### src/rtl/fifo_word_packer_if.sv
// FIFO connection bundle shared by a FIFO and its reader; fillStatus carries
// the head-valid flag plus occupancy information.
interface fifoConnect #(
    parameter int WIDTH = 32,
    parameter int DEPTH = 32
);
    localparam int LEVELBITS = $clog2(DEPTH + 1);

    typedef struct packed {
        logic                 valid;
        logic                 full;
        logic [LEVELBITS-1:0] level;
    } fill_status_t;

    logic             read;
    logic             write;
    logic [WIDTH-1:0] datain;
    logic [WIDTH-1:0] dataout;
    fill_status_t     fillStatus;

    modport reader (
        output read,
        output write,
        output datain,
        input  dataout,
        input  fillStatus
    );

    modport fifo (
        input  read,
        input  write,
        input  datain,
        output dataout,
        output fillStatus
    );
endinterface

### src/rtl/fifo_word_packer.sv
// Pops WIDTH-bit words from a FIFO and packs RATIO of them into one wide beat
// presented on a valid/ready stream; flush pushes out a partially filled beat.
module fifo_word_packer #(
    parameter int WIDTH     = 32,
    parameter int DEPTH     = 32,
    parameter int RATIO     = 4,
    parameter int COUNTBITS = $clog2(RATIO + 1)
) (
    input  logic                   clk,
    input  logic                   reset_n,
    fifoConnect.reader             link,
    input  logic                   flush,
    output logic [WIDTH*RATIO-1:0] out_data,
    output logic [COUNTBITS-1:0]   out_count,
    output logic                   out_last,
    output logic                   out_valid,
    input  logic                   out_ready
);

    if (RATIO < 1) begin : g_bad_ratio
        $error("fifo_word_packer: RATIO must be at least 1");
    end
    if (DEPTH < 1) begin : g_bad_depth
        $error("fifo_word_packer: DEPTH must be at least 1");
    end

    typedef enum logic [0:0] {StFill, StHold} state_e;

    state_e                 state_q, state_d;
    logic [COUNTBITS-1:0]   cnt_q, cnt_d;
    logic [WIDTH*RATIO-1:0] acc_q, acc_d;
    logic                   last_q, last_d;
    logic                   pop;

    // State and beat registers; reset discards any partial beat at once.
    always_ff @(posedge clk or negedge reset_n) begin
        if (!reset_n) begin
            state_q <= StFill;
            cnt_q   <= '0;
            acc_q   <= '0;
            last_q  <= 1'b0;
        end else begin
            state_q <= state_d;
            cnt_q   <= cnt_d;
            acc_q   <= acc_d;
            last_q  <= last_d;
        end
    end

    // Next state: lane fill, full/flush close of a beat, transfer and refill.
    always_comb begin
        state_d = state_q;
        cnt_d   = cnt_q;
        acc_d   = acc_q;
        last_d  = last_q;
        unique case (state_q)
            StFill: begin
                if (pop) begin
                    for (int i = 0; i < RATIO; i++) begin
                        if (i == int'(cnt_q)) begin
                            acc_d[i*WIDTH +: WIDTH] = link.dataout;
                        end
                    end
                    cnt_d = cnt_q + 1'b1;
                end
                if (pop && (int'(cnt_q) + 1 == RATIO)) begin
                    state_d = StHold;
                    last_d  = 1'b0;
                end else if (flush && (pop || cnt_q != '0)) begin
                    state_d = StHold;
                    last_d  = 1'b1;
                end
            end
            StHold: begin
                if (out_ready) begin
                    // Beat leaves; lanes above the new count must read as zero.
                    acc_d   = '0;
                    cnt_d   = '0;
                    last_d  = 1'b0;
                    state_d = StFill;
                    if (pop) begin
                        acc_d[WIDTH-1:0] = link.dataout;
                        cnt_d            = COUNTBITS'(1);
                        if (RATIO == 1) begin
                            state_d = StHold;
                        end else if (flush) begin
                            state_d = StHold;
                            last_d  = 1'b1;
                        end
                    end
                end else if (flush) begin
                    last_d = 1'b1;
                end
            end
            default: state_d = StFill;
        endcase
    end

    // FIFO handshake: pop only when a head word exists and the beat can take it.
    always_comb begin
        link.read   = reset_n && link.fillStatus.valid && ((state_q == StFill) || out_ready);
        link.write  = 1'b0;
        link.datain = '0;
    end

    assign pop       = link.read;
    assign out_data  = acc_q;
    assign out_count = cnt_q;
    assign out_last  = last_q;
    assign out_valid = (state_q == StHold);

endmodule

### src/flat_wrapper.sv
// flat-port wrapper written by rule: the top's interface ports become plain ports
module fifo_word_packer_flat 
#(
    parameter int WIDTH     = 32,
    parameter int DEPTH     = 32,
    parameter int RATIO     = 4,
    parameter int COUNTBITS = $clog2(RATIO + 1)
)
  (clk, reset_n, flush, out_data, out_count, out_last, out_valid, out_ready, link_read, link_write, link_datain, link_dataout, link_fillStatus);
  fifoConnect #(.WIDTH(WIDTH), .DEPTH(DEPTH)) link_i ();
  input  logic clk;
  input  logic reset_n;
  input  logic flush;
  output logic [WIDTH*RATIO-1:0] out_data;
  output logic [COUNTBITS-1:0] out_count;
  output logic out_last;
  output logic out_valid;
  input  logic out_ready;
  output wire logic [$bits(link_i.read)-1:0] link_read;
  output wire logic [$bits(link_i.write)-1:0] link_write;
  output wire logic [$bits(link_i.datain)-1:0] link_datain;
  input wire logic [$bits(link_i.dataout)-1:0] link_dataout;
  input wire logic [$bits(link_i.fillStatus)-1:0] link_fillStatus;
  assign link_read = link_i.read;
  assign link_write = link_i.write;
  assign link_datain = link_i.datain;
  assign link_i.dataout = link_dataout;
  assign link_i.fillStatus = link_fillStatus;
  fifo_word_packer #(.WIDTH(WIDTH), .DEPTH(DEPTH), .RATIO(RATIO), .COUNTBITS(COUNTBITS)) u_core (.clk(clk), .reset_n(reset_n), .link(link_i), .flush(flush), .out_data(out_data), .out_count(out_count), .out_last(out_last), .out_valid(out_valid), .out_ready(out_ready));
endmodule
### config.mk
export PLATFORM = sky130hd
export DESIGN_NAME = fifo_word_packer_flat
export DESIGN_NICKNAME = d
export VERILOG_FILES = /design/src/rtl/fifo_word_packer_if.sv /design/src/rtl/fifo_word_packer.sv /design/src/flat_wrapper.sv
export SDC_FILE = /design/constraint.sdc
export NUM_CORES = 1
export LEC_CHECK = 0
export ABC_AREA = 1
export BUFFER_PORTS_ARGS = -buffer_cell sky130_fd_sc_hd__buf_4
export CAP_MARGIN = 10
export CELL_PAD_IN_SITES_DETAIL_PLACEMENT = 1
export CELL_PAD_IN_SITES_GLOBAL_PLACEMENT = 1
export CORE_ASPECT_RATIO = 1.75
export CORE_MARGIN = 5
export CORE_UTILIZATION = 39
export DETAILED_ROUTE_END_ITERATION = 8
export HOLD_SLACK_MARGIN = 0.03
export PLACE_DENSITY_LB_ADDON = 0.1
export SYNTH_ARGS = -nofsm -noshare
export SYNTH_HDL_FRONTEND = slang
export SYNTH_SLANG_ARGS = --single-unit
### constraint.sdc
create_clock -name clk -period 3.7 [get_ports clk]
set_input_delay 0.925 -clock clk [delete_from_list [all_inputs] [get_ports clk]]
set_output_delay 0.925 -clock clk [all_outputs]
set_load 0.01 [all_outputs]
==> results of run 1 <==
==> kinds of logic (layout without fill, tap and decap cells) <==
group | Yosys count | after routing
other | 1 | 33
and+or+nand+nor | 188 | 188
adders and majority gates | 6 | 6
AOI/OAI and AO/OA | 169 | 169
buffers and inverters | 203 | 347
DFF | 133 | 133
==> where the power goes <==
part	switching [mW]	total, mW	internal [mW]
Combinational	1.64	2.82	1.18
Sequential	0.482	2.56	2.07
Clock	0.677	1.70	1.02
Total	2.79	7.07	4.28
==> per-stage QoR <==
stage / hold slack [ns] / utilization [%] / cell area (sq um) / instances
2_1_floorplan: 0.519 / - / 6050 / 732
3_3_place_gp: 0.469 / 48.4 / 7210 / 1027
3_5_place_dp: 0.478 / 48.4 / 7210 / 1027
4_1_cts: 0.493 / 52.3 / 7800 / 1059
5_1_grt: 0.519 / 52.3 / 7800 / 1059
6_report: 0.492 / 52.3 / 7800 / 1059
==> worst paths after layout <==
check / slack (ns) / cells past startpoint / from / endpoint
max in group asynchronous: 1.51 / 3 / reset_n / u_core.out_data[63]
min in group asynchronous: 0.70 / 2 / reset_n / u_core.out_data[58]
hold reg to reg: 0.49 / 2 / u_core.out_data[45] / u_core.out_data[45]
setup / recovery: 0.80 / 4 / u_core.out_valid / link_read
setup reg to reg: 0.97 / 6 / u_core.out_valid / u_core.out_data[65]
hold / removal: 0.49 / 2 / u_core.out_data[45] / u_core.out_data[45]
==> worst max-delay path, cell delays in order, from the launching register on <==
cell and delay (ns):
dfrtp_2 1.01, nand2_1 0.20, nand2_1 0.15, inv_1 0.07
buf_4 0.14
==> registers in the layout, indices dropped and copies added (netlist names) <==
name	cells
u_core.out_valid	1
u_core.out_count	3
u_core.out_data	128
u_core.out_last	1
==> synthesized netlist by cell type (2+ instances only) <==
| cell | number | area share, % |
|---|---|---|
| buf_2 | 17 | 1.4 |
| buf_4 | 34 | 4.3 |
| buf_6 | 3 | 0.57 |
| clkbuf_1 | 11 | 0.70 |
| dfrtp_1 | 133 | 56 |
| ha_1 | 6 | 1.3 |
| inv_1 | 136 | 8.6 |
| inv_2 | 2 | 0.13 |
| nand2_1 | 145 | 9.2 |
| nand2_2 | 2 | 0.21 |
| nand3_1 | 5 | 0.42 |
| nor2_1 | 35 | 2.2 |
| o21ai_0 | 157 | 13 |
| o21ai_1 | 7 | 0.59 |
==> layout by cell type (no fill, tap or decap) <==
cell type     n
clkinvlp_4    4
dfrtp_2       1
inv_2         2
nand2_2       2
inv_1       136
clkbuf_1      1
clkbuf_8      1
buf_4       175
clkbuf_16    17
conb_1       33
o21ai_4       1
nand4_1       1
o21ai_1       7
ha_1          6
o22ai_1       1
nor2_1       35
inv_6         4
clkinv_2      1
nand2_1     145
a21oi_4       1
nand3_1       5
a31oi_1       1
dfrtp_1     132
o21a_2        1
clkinv_4      2
buf_12        1
buf_6         1
o21ai_0     157
bufinv_16     2
==> per-layer routing <==
layer	wire length, um	up-vias
met4	403	0
met5	0	-
met1	6530	2462
met3	1070	27
li1	-	2395
met2	9840	145
==> layout make-up <==
type,count,area (sq um),share of cell area (%)
clock buffers,19,443,5.67
well taps,183,229,2.93
clock inverters,13,148,1.89
inverters,138,518,6.64
multi-input cells,396,1790,23.0
repair buffers,177,1350,17.2
flip-flops and latches,133,3330,42.7
==> out/qor.csv, run 1 <==
stage,metric,value,unit
cells_and_area,num-nets-final,913,
global_routing,first_global_vias,5529,
synthesis,async_reset_ff_share,100,%
synthesis,dominantRegCellSynth,dfrtp_1,
detailed_routing,vias,5029,
worst_hold_path,hold_path_class,flop to flop,
synthesis,synth_xor_area_share,0,%
place,place.gp.congestion,0.764,
synthesis,synth_compound_area_share,14.6,%
power_and_ir_drop,p_total,7.07,mW
worst_setup_path,critical_path_class,flop to primary output,
floorplanning,io_pins,211,
timing,slew_headroom,34.6,%
timing,max_freq,0.345,GHz
global_routing,grt_use_total,20.6,%
synthesis,ys_seq_area_share,56.2,%
timing,worst_slew_pin_slew,0.981,ns
clock_tree,cts_max_path_buffers,2,
cells_and_area,area_delta_synth_final,31.7,%
power_and_ir_drop,ir_drop,0.520,mV
detailed_routing,drt-total-wl,17800,um
floorplanning,coreArea,0.0149,sq mm
timing,grt_setup_unrepaired,no,
synthesis,synth_warnings,0,
floorplanning,start_util,39.7,%
cells_and_area,drive_gt1_share,24.7,%
place,dp_hpwl,12600,um
cells_and_area,antenna_cells,0,
clock_tree,cts_buffers,17,
detailed_routing,drc,0,
clock_tree,clock-sinks,133,
floorplanning,row_count,59,
global_routing,grt_overflow,0,
synthesis,synthSimpleGateAreaFrac,12.1,%
clock_tree,cts.repair.resized,0,
place,pre_cts_ws,0.932,ns
clock_tree,cts_tree,built,
place,io_buffers,170,
worst_setup_path,cp-end-kind,primary output,
worst_setup_path,cp.arrival,1.98,ns
synthesis,synth_top_family_by_area,buffers and inverters,
power_and_ir_drop,pwr_density_cell,906,mW/mm^2
cells_and_area,fillers,1827,
timing,final_max_slew_viol_count,0,
synthesis,synth_edf_count,0,
timing,setup_ws,0.799,ns
worst_setup_path,worstPathRequired,2.77,ns
synthesis,yosysUniqueCellTypes,21,
synthesis,synth_fa_ha_area_share,1.27,%
synthesis,synth_cells,700,
clock_tree,htreeDepth,4,
power_and_ir_drop,leakagePower,4.18,nW
synthesis,mappedNetlistArea,0.00593,sq mm
floorplanning,die_y,173,um
worst_setup_path,worstPathMaxFanout,41,
detailed_routing,antenna_left,0,
global_routing,global_route.usage.met2,38.2,%
detailed_routing,drtIter0Drc,106,
global_routing,grt_pass1_wl,28400,um
floorplanning,die_area,0.0179,sq mm
synthesis,avgSynthCellArea,8.47,sq um
floorplanning,die-width,103,um
global_routing,grt_busiest_layer,met2,
timing,fin_crit,2.90,ns
timing,finClkSkew,0.0113,ns
detailed_routing,routedWlPerCell,16.8,um
clock_tree,clk-insertion-delay-late,0.41,ns
synthesis,ys_seq_elements,133,
timing,finalHoldViolCount,0,
clock_tree,post_cts_buffers,0,
flow_run,cap_violations,0,
detailed_routing,vias_per_cell,4.75,
timing,fin_crit_sh,78.4,%
global_routing,use_met3,5.52,%
outcome,outcome,"finished, final reports clean",
global_routing,antenna_found_initial,0,
worst_setup_path,startpoint_type,flop,
global_routing,grt_max_degree,77,
timing,finalSetupTns,0,ns
global_routing,use_met1,21.6,%
clock_tree,cts_root_buf,clkbuf_16,
timing,setup_viol,0,
synthesis,synthMuxAreaShare,0,%
detailed_routing,first_pass_iters,4,
clock_tree,cts.clk_slew.worst_paths,0.06,ns
clock_tree,postCtsHoldBufs,0,
Note: power is estimated with default switching activity, not from simulation.
==> inputs of run 2 (changes only) <==
Settings changed: ABC_AREA 1 to 0, CORE_UTILIZATION 39 to 37.
Clock period 3.7 ns to 2.75 ns, I/O delays scaled along.
==> run 2 against run 1 <==
Net effect:
- global-route usage down 0.22 points
- die area is 5.7% higher
- sequential power increased by 12%
- first-iteration DRC count increased by 46%
- register-to-register slack worse by 0.23 ns
- critical path depth shrank 2
- largest power group is now sequential cells
- critical path type unchanged
- synthesized cell count decreased by 8.9%
- sequential share of layout area is 0.17 points lower
- combinational power shrank 4%
- critical endpoint is now out_valid
==> out/qor.csv, run 2 <==
stage,metric,value,unit
timing,finalHoldViolCount,0,
cells_and_area,drive_gt1_share,27.4,%
synthesis,ys_seq_elements,133,
synthesis,dominantRegCellSynth,dfrtp_1,
synthesis,yosys-top-cells-count,"nand2_1, dfrtp_1, nand3_1",
worst_setup_path,cp-end-kind,primary output,
clock_tree,cts_root_buf,clkbuf_16,
timing,hold_ws,0.0451,ns
clock_tree,postCtsHoldBufs,0,
global_routing,grt_max_degree,64,
outcome,outcome,"finished, final reports clean",
detailed_routing,drt-total-wl,18900,um
cells_and_area,largest_register_ffs,128,
power_and_ir_drop,ir_drop,0.454,mV
detailed_routing,antenna_left,0,
power_and_ir_drop,pwr_density_cell,1030,mW/mm^2
place,pre_cts_ws,0.572,ns
floorplanning,io_pins,211,
worst_setup_path,critical_path_class,flop to primary output,
global_routing,grt_use_total,20.4,%
worst_setup_path,r2r_slack,0.74,ns
worst_setup_path,worstPathRequired,2.06,ns
timing,worst_slew_pin_slew,0.737,ns
clock_tree,cts.clk_slew.worst_paths,0.06,ns
worst_hold_path,hold_path_class,input port to async pin,
clock_tree,post_cts_buffers,0,
timing,finClkSkew,0.0105,ns
worst_setup_path,worstPathMaxFanout,34,
synthesis,synth_largest_area_cell,dfrtp_1,
synthesis,yosysUniqueCellTypes,31,
timing,max_freq,0.412,GHz
power_and_ir_drop,leakagePower,4.19,nW
clock_tree,cts_buffers,17,
worst_setup_path,cp.arrival,1.74,ns
clock_tree,cts_max_path_buffers,2,
detailed_routing,vias_per_cell,4.99,
clock_tree,htreeDepth,4,
place,io_buffers,170,
synthesis,avgSynthCellArea,9.36,sq um
synthesis,async_reset_ff_share,100,%
synthesis,ys_seq_area_share,55.8,%
flow_run,cap_violations,0,
synthesis,mappedNetlistArea,0.00597,sq mm
synthesis,synth_most_common_cell,nand2_1,
worst_setup_path,startpoint_type,flop,
clock_tree,cts_tree,built,
floorplanning,coreArea,0.0159,sq mm
timing,setup_ws,0.323,ns
worst_setup_path,worstReg2RegStart,u_core.out_count[0],
synthesis,synth_warnings,0,
synthesis,synthTopCellsByArea,"dfrtp_1, nand2_1, nand3_1",
detailed_routing,drc,0,
floorplanning,start_util,37.6,%
clock_tree,cts.repair.resized,0,
worst_setup_path,reg2reg_to,u_core.out_valid,
timing,fin_crit,2.43,ns
floorplanning,die_area,0.0189,sq mm
worst_setup_path,reg2reg_depth,5,
clock_tree,clk-insertion-delay-late,0.42,ns
global_routing,grt_overflow,0,
synthesis,synth_cells,638,
detailed_routing,routedWlPerCell,18.9,um
timing,grt_setup_unrepaired,no,
cells_and_area,antenna_cells,0,
synthesis,yosys.area.top_type_share,55.8,%
cells_and_area,area_delta_synth_final,31.2,%
cells_and_area,final_area,0.00783,sq mm
detailed_routing,first_pass_iters,4,
cells_and_area,num-nets-final,851,
timing,slew_headroom,50.9,%
floorplanning,die-width,106,um
global_routing,grt_pass1_wl,30100,um
floorplanning,row_count,61,
clock_tree,clock-sinks,133,
place,place.gp.congestion,0.805,
timing,finalSetupTns,0,ns
cells_and_area,final_core_util,49.3,%
place,dpl_cell_area,0.00719,sq mm
synthesis,synth_edf_count,0,
detailed_routing,drtIter0Drc,155,
global_routing,first_global_vias,5409,
cells_and_area,fillers,1875,
cells_and_area,mostFrequentLayoutCell,nand2_1,
floorplanning,die_y,178,um
timing,setup_viol,0,
cells_and_area,mostFrequentLayoutCells,"nand2_1, buf_4, dfrtp_1, nand3_1, o21ai_1",
global_routing,antenna_found_initial,0,
detailed_routing,vias,5000,
place,dp_hpwl,13400,um
timing,fin_crit_sh,88.3,%
timing,final_max_slew_viol_count,0,
==> run 2: cell types whose count changed in the layout (fill, tap and decap cells not counted), moves of 33 or more <==
cell     change
o21ai_0    -130
inv_1      -100
nand3_1     +61
nand2_1     +53
nor2_1      -34
o21ai_1     +33
==> run 2: through the flow <==
stage                     total power, mW  cells
after floorplan                      4.28    670
after global placement               5.53    971
after detailed placement             5.66    971
after CTS                            8.18   1002
after global routing                 8.53   1002
final                                8.06   1002
==> run 2: worst max path at each step <==
stage / startpoint / cells after the start / slack [ns] / end
floorplan: reset_n / 2 / 1.05 / link_read
global placement: link_fillStatus[7] / 6 / 0.65 / u_core.out_data[80]
detailed placement: link_fillStatus[7] / 6 / 0.57 / u_core.out_data[34]
CTS: u_core.out_valid / 2 / 0.29 / out_valid
global route: u_core.out_valid / 2 / 0.20 / out_valid
finish: u_core.out_valid / 2 / 0.32 / out_valid
==> run 2: area by class of cell <==
class                           instances  area [sq um]  share of cell area (%)
Sequential cell                       133          3330                    42.5
Multi-Input combinational cell        427          2060                    26.3
Timing Repair Buffer                  186          1440                    18.4
Clock buffer                           19           433                    5.53
Tap cell                              189           236                    3.02
Clock inverter                         12           205                    2.62
Inverter                               36           135                    1.73
==> run 2: cell families after synthesis <==
kind of cell             count (synthesis)  synth area share, %
AND/OR/NAND/NOR                        308                 23.6
flip-flops                             133                 55.8
buffers and inverters                  110                 12.0
AO/OA/AOI/OAI                           79                 7.13
adder cells (fa/ha/maj)                  6                 1.26
multiplexers                             1                0.168
other                                    1               0.0628
==> run 2: power breakdown <==
group          leakage (nW)  switching [mW]  internal (mW)
clock network         0.303           0.880           1.61
logic                  2.10            1.52           1.19
registers              1.78           0.386           2.49
==> run 2: per-layer routing <==
metal / up-vias / wire length [um] / global-route usage (%) / part of all wire, %
li1: 2319 / - / - / -
met5: - / 0 / 0 / 0
met2: 166 / 10300 / 38.0 / 54
met4: 0 / 293 / 5.46 / 1.5
met3: 21 / 1060 / 4.60 / 5.6
met1: 2494 / 7320 / 23.3 / 39
==> run 2: worst max-delay path, cell delays in order (launching register included) <==
cell,delay (ns)
dfrtp_1,0.65
buf_4,0.46
buf_4,0.20
==> inputs of run 3 (changes only) <==
Settings changed: CORE_MARGIN 5 to default, MAX_ROUTING_LAYER from default to met4.
==> run 3 against run 2 <==
Net effect:
- the run now ends with design-rule violations left
- clock power decreased by 6%
- cell count about the same
- clock skew decreased by 0.0014 ns
- wire length decreased by 4.3%
- largest power group unchanged
- core utilization decreased by 0.14 points
- final area decreased by 0.77%
- sequential cell count unchanged
- worst hold slack improved by 0.033 ns
- first-iteration DRC count increased by 7.1%
- global-route usage increased by 2.7 points
- critical path depth unchanged
- critical path type unchanged
- sequential share of layout area increased by 0.33 points
==> out/qor.csv, run 3 (synthesized netlist as in run 2, its figures left out) <==
stage,metric,value,unit
clock_tree,postCtsHoldBufs,0,
cells_and_area,area_delta_synth_final,30.2,%
timing,finalSetupTns,0,ns
floorplanning,die-width,98.0,um
timing,finalHoldViolCount,0,
timing,final_max_slew_viol_count,0,
floorplanning,start_util,37.8,%
floorplanning,io_pins,211,
cells_and_area,mostFrequentLayoutCell,nand2_1,
worst_setup_path,worstPathMaxFanout,30,
detailed_routing,routedWlPerCell,18.1,um
cells_and_area,num-nets-final,849,
detailed_routing,antenna_left,0,
cells_and_area,mostFrequentLayoutCells,"nand2_1, buf_4, dfrtp_1, nand3_1, o21ai_1",
floorplanning,row_count,61,
global_routing,first_global_vias,5181,
power_and_ir_drop,pwr_density_cell,1010,mW/mm^2
clock_tree,htreeDepth,4,
detailed_routing,drtIter0Drc,166,
worst_setup_path,crit_family,flip-flops,
clock_tree,cts_tree,built,
global_routing,grt_pass1_wl,28400,um
clock_tree,clk-insertion-delay-late,0.42,ns
place,io_buffers,170,
power_and_ir_drop,leakagePower,4.15,nW
detailed_routing,drt-total-wl,18100,um
place,place.gp.congestion,0.753,
outcome,violations,design-rule violations,
global_routing,antenna_found_initial,0,
clock_tree,cts_max_path_buffers,2,
clock_tree,post_cts_buffers,0,
floorplanning,die_y,170,um
clock_tree,cts_root_buf,clkbuf_16,
power_and_ir_drop,ir_drop,0.446,mV
detailed_routing,first_pass_iters,7,
cells_and_area,largest_register_ffs,128,
floorplanning,die_area,0.0167,sq mm
worst_setup_path,crit_top_cell,buf_4,
cells_and_area,antenna_cells,0,
timing,fin_crit_sh,90.1,%
floorplanning,coreArea,0.0158,sq mm
global_routing,grt_max_degree,69,
worst_setup_path,worstPathRequired,2.06,ns
detailed_routing,vias_per_cell,5.00,
detailed_routing,drc,15,
global_routing,grt_use_total,23.1,%
worst_setup_path,startpoint_type,flop,
timing,fin_crit,2.48,ns
worst_setup_path,cp.arrival,1.79,ns
clock_tree,cts.repair.resized,0,
worst_setup_path,cp_num_buf_inv,2,
worst_setup_path,critPathSlowestCell,dfrtp_1,
cells_and_area,drive_gt1_share,27.5,%
detailed_routing,vias,5000,
flow_run,cap_violations,0,
place,dp_hpwl,12500,um
clock_tree,cts_buffers,17,
outcome,outcome,finished with violations,
worst_setup_path,critical_path_class,flop to primary output,
timing,worst_slew_pin_slew,0.884,ns
global_routing,grt_overflow,0,
timing,setup_viol,0,
place,dp_cells,968,
clock_tree,cts.clk_slew.worst_paths,0.06,ns
worst_setup_path,cp-end-kind,primary output,
cells_and_area,fin_cells,1001,
timing,grt_setup_unrepaired,no,
worst_setup_path,critPathMaxStageDelay,0.71,ns
worst_setup_path,critical_path.cell_chain,buf_4 > buf_4,
worst_hold_path,hold_path_class,input port to async pin,
timing,finClkSkew,0.00911,ns
clock_tree,clock-sinks,133,
timing,max_freq,0.404,GHz
timing,slew_headroom,41.1,%
==> run 3: cell types whose count changed in the layout (fill, tap and decap cells not counted) <==
cell	change
inv_6	+3
buf_12	-1
buf_4	-1
clkbuf_1	-1
clkinv_2	+1
bufinv_16	-2
==> run 3: worst paths after layout <==
check                           cells past startpoint  slack [ns]                   to                start
worst max-delay path                                2        0.27            out_valid     u_core.out_valid
worst min register to register                      2        0.48  u_core.out_data[10]  u_core.out_data[10]
max in group asynchronous                           3        0.82  u_core.out_data[64]              reset_n
worst min-delay path                                1        0.08  u_core.out_count[2]              reset_n
min in group clk                                    2        0.48  u_core.out_data[10]  u_core.out_data[10]
worst max register to register                      5        0.40  u_core.out_data[50]     u_core.out_valid
==> run 3: final cells by class <==
class | count | area (sq um)
sequential | 133 | 3330
multi-input combinational | 427 | 2060
tap | 189 | 236
clock inverter | 14 | 176
inverter | 36 | 135
fill | 1873 | 8030
timing repair buffer | 184 | 1410
clock buffer | 18 | 429
==> run 3: where the power goes <==
| part | switching [mW] | internal (mW) |
|---|---|---|
| clock | 0.910 | 1.44 |
| combinational | 1.49 | 1.15 |
| sequential | 0.375 | 2.49 |
| total | 2.78 | 5.08 |
==> run 3: per-stage QoR <==
step                      hold WS, ns  util, %  cell area, sq um  total power [mW]  setup slack (ns)
final                          0.0785     49.2              7770              7.85             0.273
after global routing           0.0615     49.2              7770              8.30             0.163
after CTS                      0.0581     49.1              7750              7.93             0.246
after detailed placement        0.479     45.2              7150              5.56             0.236
after global placement          0.465     45.2              7150              5.44             0.333
after floorplan                 0.392        -              6090              4.28              1.05
==> run 3: metal layers <==
layer / vias up / GRT usage (%) / wire (um) / part of all wire (%)
met3: 31 / 4.60 / 953 / 5.3
met1: 2494 / 25.4 / 6940 / 38
li1: 2313 / - / - / -
met2: 162 / 40.1 / 9670 / 53
met4: 0 / 10.7 / 555 / 3.1
met5: - / - / 0 / 0
